`src/rtl/i2c_tof_target_responder.sv`:
```
`timescale 1ns / 1ps
// I2C target responder with a 16-bit register pointer, auto-increment and an
// open-drain SDA pull output. SCL/SDA are oversampled by clk_i; no clock stretching.
module i2c_tof_target_responder #(
  parameter logic [6:0]  SLAVE_ADDR      = 7'h11,
  parameter int unsigned SDA_HOLD_CYCLES = 4
) (
  input  logic        clk_i,
  input  logic        rst_ni,
  input  logic        scl_i,
  input  logic        sda_i,
  output logic        sda_pull_o,
  output logic [15:0] reg_addr_o,
  output logic [7:0]  reg_wdata_o,
  output logic        reg_we_o,
  output logic        reg_re_o,
  input  logic [7:0]  reg_rdata_i,
  output logic        busy_o,
  output logic        xfer_done_o
);

  typedef enum logic [3:0] {
    StIdle, StAddr, StAddrAck, StPtrH, StPtrHAck, StPtrL, StPtrLAck,
    StWdata, StWdataAck, StTx, StRxAck, StWaitStop
  } state_e;

  // [0],[1] synchronizer, [2] previous-value stage for edge detection
  logic [2:0] scl_q, sda_q;

  state_e      state_q, state_d;
  logic [2:0]  cnt_q, cnt_d;
  logic [7:0]  sr_q, sr_d;
  logic [7:0]  shadow_q, shadow_d;
  logic [7:0]  tx_q, tx_d;
  logic        rw_q, rw_d;
  logic        ack_on_q, ack_on_d;
  logic        pend_q, pend_d;
  logic [3:0]  hold_q, hold_d;
  logic        pull_q, pull_d;
  logic        we_q, we_d;
  logic        re_q, re_d;
  logic        re_dly_q, re_dly_d;
  logic [7:0]  wdata_q, wdata_d;
  logic [15:0] addr_q, addr_d;
  logic        busy_q, busy_d;
  logic        done_q, done_d;

  logic scl_rise, scl_fall, start_ev, stop_ev;
  logic [7:0] rx_byte;

  assign scl_rise = scl_q[1] & ~scl_q[2];
  assign scl_fall = ~scl_q[1] & scl_q[2];
  assign start_ev = scl_q[1] & scl_q[2] & ~sda_q[1] & sda_q[2];
  assign stop_ev  = scl_q[1] & scl_q[2] & sda_q[1] & ~sda_q[2];
  assign rx_byte  = {sr_q[6:0], sda_q[1]};

  // Input synchronizers; reset to the idle-bus level so no event fires on release
  always_ff @(posedge clk_i or negedge rst_ni) begin
    if (!rst_ni) begin
      scl_q <= 3'b111;
      sda_q <= 3'b111;
    end else begin
      scl_q <= {scl_q[1:0], scl_i};
      sda_q <= {sda_q[1:0], sda_i};
    end
  end

  // Protocol FSM: bit sampling on SCL rise, SDA scheduling on SCL fall
  always_comb begin
    state_d  = state_q;
    cnt_d    = cnt_q;
    sr_d     = sr_q;
    shadow_d = shadow_q;
    tx_d     = tx_q;
    rw_d     = rw_q;
    ack_on_d = ack_on_q;
    pend_d   = pend_q;
    hold_d   = hold_q;
    pull_d   = pull_q;
    we_d     = 1'b0;
    re_d     = 1'b0;
    re_dly_d = re_q;
    wdata_d  = wdata_q;
    addr_d   = addr_q;
    busy_d   = busy_q;
    done_d   = 1'b0;

    if (re_dly_q) tx_d = reg_rdata_i;

    // Pending SDA level is applied once the hold delay after the SCL fall expires
    if (hold_q != 4'd0) begin
      hold_d = hold_q - 4'd1;
      if (hold_q == 4'd1) pull_d = pend_q;
    end

    if (stop_ev) begin
      state_d  = StIdle;
      pull_d   = 1'b0;
      hold_d   = 4'd0;
      ack_on_d = 1'b0;
      busy_d   = 1'b0;
      done_d   = busy_q;
    end else if (start_ev) begin
      state_d  = StAddr;
      cnt_d    = 3'd0;
      pull_d   = 1'b0;
      hold_d   = 4'd0;
      ack_on_d = 1'b0;
      busy_d   = 1'b0;
    end else if (scl_rise) begin
      case (state_q)
        StAddr, StPtrH, StPtrL, StWdata: begin
          sr_d  = rx_byte;
          cnt_d = cnt_q + 3'd1;
          if (cnt_q == 3'd7) begin
            case (state_q)
              StAddr: begin
                if (rx_byte[7:1] == SLAVE_ADDR) begin
                  state_d = StAddrAck;
                  busy_d  = 1'b1;
                  rw_d    = rx_byte[0];
                  re_d    = rx_byte[0];
                end else begin
                  state_d = StWaitStop;
                end
              end
              StPtrH: begin
                shadow_d = rx_byte;
                state_d  = StPtrHAck;
              end
              StPtrL: begin
                addr_d  = {shadow_q, rx_byte};
                state_d = StPtrLAck;
              end
              default: begin
                we_d    = 1'b1;
                wdata_d = rx_byte;
                state_d = StWdataAck;
              end
            endcase
          end
        end
        StTx: begin
          cnt_d = cnt_q + 3'd1;
          if (cnt_q == 3'd7) state_d = StRxAck;
        end
        StRxAck: begin
          if (!sda_q[1]) begin
            addr_d  = addr_q + 16'd1;
            re_d    = 1'b1;
            cnt_d   = 3'd0;
            state_d = StTx;
          end else begin
            state_d = StWaitStop;
          end
        end
        default: ;
      endcase
    end else if (scl_fall) begin
      hold_d = 4'(SDA_HOLD_CYCLES);
      pend_d = 1'b0;
      case (state_q)
        StAddrAck, StPtrHAck, StPtrLAck, StWdataAck: begin
          // First fall starts the ACK bit, second fall ends it
          if (!ack_on_q) begin
            ack_on_d = 1'b1;
            pend_d   = 1'b1;
          end else begin
            ack_on_d = 1'b0;
            cnt_d    = 3'd0;
            case (state_q)
              StAddrAck: begin
                if (rw_q) begin
                  state_d = StTx;
                  pend_d  = ~tx_q[7];
                end else begin
                  state_d = StPtrH;
                end
              end
              StPtrHAck: state_d = StPtrL;
              StPtrLAck: state_d = StWdata;
              default: begin
                state_d = StWdata;
                addr_d  = addr_q + 16'd1;
              end
            endcase
          end
        end
        StTx: pend_d = ~tx_q[3'd7 - cnt_q];
        default: ;
      endcase
    end
  end

  // State and output registers
  always_ff @(posedge clk_i or negedge rst_ni) begin
    if (!rst_ni) begin
      state_q  <= StIdle;
      cnt_q    <= 3'd0;
      sr_q     <= 8'h00;
      shadow_q <= 8'h00;
      tx_q     <= 8'h00;
      rw_q     <= 1'b0;
      ack_on_q <= 1'b0;
      pend_q   <= 1'b0;
      hold_q   <= 4'd0;
      pull_q   <= 1'b0;
      we_q     <= 1'b0;
      re_q     <= 1'b0;
      re_dly_q <= 1'b0;
      wdata_q  <= 8'h00;
      addr_q   <= 16'h0000;
      busy_q   <= 1'b0;
      done_q   <= 1'b0;
    end else begin
      state_q  <= state_d;
      cnt_q    <= cnt_d;
      sr_q     <= sr_d;
      shadow_q <= shadow_d;
      tx_q     <= tx_d;
      rw_q     <= rw_d;
      ack_on_q <= ack_on_d;
      pend_q   <= pend_d;
      hold_q   <= hold_d;
      pull_q   <= pull_d;
      we_q     <= we_d;
      re_q     <= re_d;
      re_dly_q <= re_dly_d;
      wdata_q  <= wdata_d;
      addr_q   <= addr_d;
      busy_q   <= busy_d;
      done_q   <= done_d;
    end
  end

  assign sda_pull_o  = pull_q;
  assign reg_addr_o  = addr_q;
  assign reg_wdata_o = wdata_q;
  assign reg_we_o    = we_q;
  assign reg_re_o    = re_q;
  assign busy_o      = busy_q;
  assign xfer_done_o = done_q;

endmodule

```
`config.mk`:
```
export PLATFORM = sky130hd
export DESIGN_NAME = i2c_tof_target_responder
export DESIGN_NICKNAME = d
export VERILOG_FILES = /design/src/rtl/i2c_tof_target_responder.sv
export SDC_FILE = /design/constraint.sdc
export NUM_CORES = 1
export LEC_CHECK = 0
export ABC_AREA = 1
export CAP_MARGIN = 20
export CORE_ASPECT_RATIO = 0.6
export CORE_MARGIN = 5
export CORE_UTILIZATION = 51
export DETAILED_ROUTE_END_ITERATION = 7
export HOLD_SLACK_MARGIN = 0.05
export PLACE_DENSITY = 0.73
export SLEW_MARGIN = 30
export SYNTH_ARGS = -nofsm -noshare
export SYNTH_HDL_FRONTEND = slang
export SYNTH_SLANG_ARGS = --single-unit
```
`constraint.sdc`:
```
create_clock -name clk_i -period 1.7 [get_ports clk_i]
set_input_delay 0.17 -clock clk_i [delete_from_list [all_inputs] [get_ports clk_i]]
set_output_delay 0.17 -clock clk_i [all_outputs]
set_load 0.03 [all_outputs]
```
==> summary.md <==
| Metric | Value |
|---|---|
| CTS Buf Count | 9 |
| Worst Skew | 5.69 ps |
| Setup ws final | -95.7 ps |
| P per Cell Area | 1310 mW/mm2 |
| Fin nets | 625 |
| Max-cap violation count | 0 |
| Pin count of the biggest net entering global routing | 74 |
| Clock Latency Late Sink | 330 ps |
| I/O Buffers | 40 |
| Startpoint Class | flop |
| DRT met1 WL | 5.37 mm |
| Die area | 0.00977 mm2 |
| Vias | 3762 |
| Final non-filler cell total | 717 |
| Synth-to-Final Area Change | 38.8% |
| Crit. End Element | flop |
| Max Fclk | 557 MHz |
| Iteration-0 DRC count of the detailed router | 358 |
| Post-synth EDFFs | 0 |
| Yosys reg bits | 73 |
| Hold WC Path Type | in2reg |
| Number of global-route vias before repair | 3574 |
| Highest metal used | met4 |
| DR WL/cell | 15.4 um |
| Synth area leaders | dfrtp_1 42%, nand2_1 16%, nand3_1 5.9% |
| FF-to-FF path depth | 9 |
| Main flop type after synthesis | dfrtp_1 |
| Post-layout min period | 1800 ps |
| Async SR Flop Fraction | 100% |
| Switch share | 40.5% |
| CTS tree | yes |
| Post-Syn Nets | 538 |
| Min-delay src | sda_i |
| Clock Tree Root | clkbuf_16 |
| Rows | 25 |
| Final Slew Violations | 0 |
| Die width | 124 um |
| Pwr Total | 7.28 mW |
| H-tree levels | 3 |
| Syn Inst Count | 517 |
| Commonest cells in the netlist | 171 x nand2_1, 67 x dfrtp_1, 47 x nand3_1, 46 x nor2_1, 45 x inv_1 |
| Maximum vdd drop | 0.000678 V |
| FF-to-FF End | reg_addr_o[0] |
| Clock tree buffer depth | 2 |
| Initial Util | 51.5% |
| CORE AREA | 0.00776 mm2 |
| Setup TNS | -2240 ps |
| Boundary Pins | 41 |
| NetSw | 2.95 mW |
| Vias/cell | 5.25 |
| Die H | 78.6 um |
| First-pass GRT wire length | 17.9 mm |
| Met2 WL post-DR | 4.57 mm |
| RSZ-0062 raised after global routing | true |
| Hold EP | sda_q[0] |
| Required @ worst endpoint | 1920 ps |
| HPWL Detailed | 7.33 mm |
| Gr usage total | 23.0% |
| Antenna violations before repair | 0 |
| Pint | 4.33 mW |
| Combinational power share | 40.6% |
| Yosys top cell by area | dfrtp_1 |
| Avg Cell Area, Syn | 7.73 um2 |
| Met3 WL | 930 um |
| Hold Vio Cnt, Final | 0 |
| Leakage | 2.68 nW |
| DRC Markers | 0 |
| Synth cell types | 34 |
| Setup violators final | 38 |
| Clock Pin Slew Worst Setup and Hold Paths | 60 ps |
| Grt ovf | 0 |
| Drt first pass iters | 7 |
| Fraction of layout cells with a size suffix above 1 | 28.2% |
| Final hold slack | 244 ps |
| Ys Warns | 0 |
| Status | finished, violations left |
| R2R Setup Slk | -100 ps |
| Antenna cells | 0 |
| Crit path kind | reg2reg |
| Sequential area share after synthesis | 45.9% |
| Antenna viol nets, final | 0 |
| Flop pwr share | 35.5% |
| Final worst-path cycle share | 106% |
| CP arrival | 2020 ps |
| GP Congestion | 0.951 |
| Core Util, Final | 71.5% |
| Worst-path maximum fanout | 6 |
| Placed instance count | 684 |
| Clock share of power | 23.9% |
| Slew at the pin closest to its max-slew limit | 472 ps |
| Top cell type's share of synthesized area | 41.9% |
| Drt total wl | 11.0 mm |
| Relative slew slack | 68.6% |
| Failing checks | setup timing |
| Sink Count | 73 |
| Reg-to-reg startpoint | scl_q[1] |
| Worst Hold Depth | 1 |
| Count leader, synth | nand2_1 |
| Mapped Area | 0.00400 mm2 |
## sequential cells by signal (all words and copies together), names as in the netlist
name	count
pend_q	1
ack_on_q	1
tx_q	8
sr_q	7
cnt_q	3
shadow_q	8
re_dly_q	1
busy_o	1
reg_re_o	1
sda_pull_o	1
scl_q	3
rw_q	1
sda_q	3
hold_q	4
reg_we_o	1
xfer_done_o	1
reg_wdata_o	8
state_q	4
reg_addr_o	16
## metal layers
metal | up-vias | track usage (%)
met1 | 1763 | 34.4
met5 | - | 0
met3 | 25 | 7.68
li1 | 1833 | -
met4 | 0 | 5.03
met2 | 141 | 32.1
## cell type report
type / instances / area, um2
Fill cell: 627 / 2210
Tap cell: 108 / 135
Multi-Input combinational cell: 383 / 2280
Timing Repair Buffer: 85 / 820
Inverter: 52 / 208
Clock inverter: 4 / 30.0
Sequential cell: 73 / 1830
Clock buffer: 12 / 246
## critical path: stages (launching register included)
cell     delay [ps]
dfstp_2         610
inv_2            70
ha_4            220
a21oi_4         160
nand2_4          90
nor2_4          120
buf_12          140
nand2_2         130
nand2_1          90
nand2_1          50
## how the worst max path moves through the flow
stage / to / cells after the start / slack (ps) / from
floorplan: reg_addr_o[4] / 9 / 30 / scl_q[1]
CTS: sr_q[2] / 7 / -20 / scl_q[1]
global route: sr_q[6] / 8 / -220 / scl_q[1]
detailed placement: reg_addr_o[5] / 8 / -150 / scl_q[1]
global placement: reg_addr_o[5] / 8 / -100 / scl_q[1]
finish: reg_addr_o[0] / 9 / -100 / scl_q[1]
## cell usage in the layout (no fill, tap or decap), drive strengths merged, types with 3 or more instances in the layout
cell type	n
o21ai	44
nor2	59
or2	3
nand4	4
nand2	183
dfstp	6
a21oi	10
mux2	5
ha	9
nand3	48
xor2	7
inv	52
nor3	4
dfrtp	67
clkbuf	12
buf	45
clkinvlp	4
clkdlybuf4s50	34
dlymetal6s2s	4
## cell families (layout without fill, tap and decap cells)
group / Yosys count / count (layout) / synth area share [%]
xor+xnor: 8 / 8 / 1.75
flops: 73 / 73 / 45.9
mux: 5 / 5 / 1.41
simple gates: 299 / 303 / 33.3
compound gates: 58 / 58 / 7.64
fa+ha+maj: 9 / 9 / 2.82
buf+inv: 65 / 153 / 7.20
## repair_timing
item | 4_1_cts | 5_1_grt
resized for setup | 36 | 84
hold endpoints to repair | 67 | 0
setup endpoints to repair | 38 | 54
hold buffers | 1 | 0
setup buffers | 4 | 7
gates cloned | 3 | 2
pin swaps | 8 | 17
## per-stage QoR
step                      instance area (um2)  setup slack (ps)
after floorplan                          4000              30.2
after CTS                                5190             -21.3
after global routing                     5550              -221
final                                    5550             -95.7
after detailed placement                 4690              -153
after global placement                   4690             -96.4
## power groups by stage
stage / sequential, mW / clock, mW / combinational [mW]
finish: 2.58 / 1.74 / 2.95
detailed placement: 2.56 / 0 / 2.54
floorplan: 2.70 / 0 / 1.47
CTS: 2.54 / 1.77 / 2.67
global route: 2.63 / 1.86 / 3.26
global placement: 2.56 / 0 / 2.51
(Power assumes the default switching activity.)
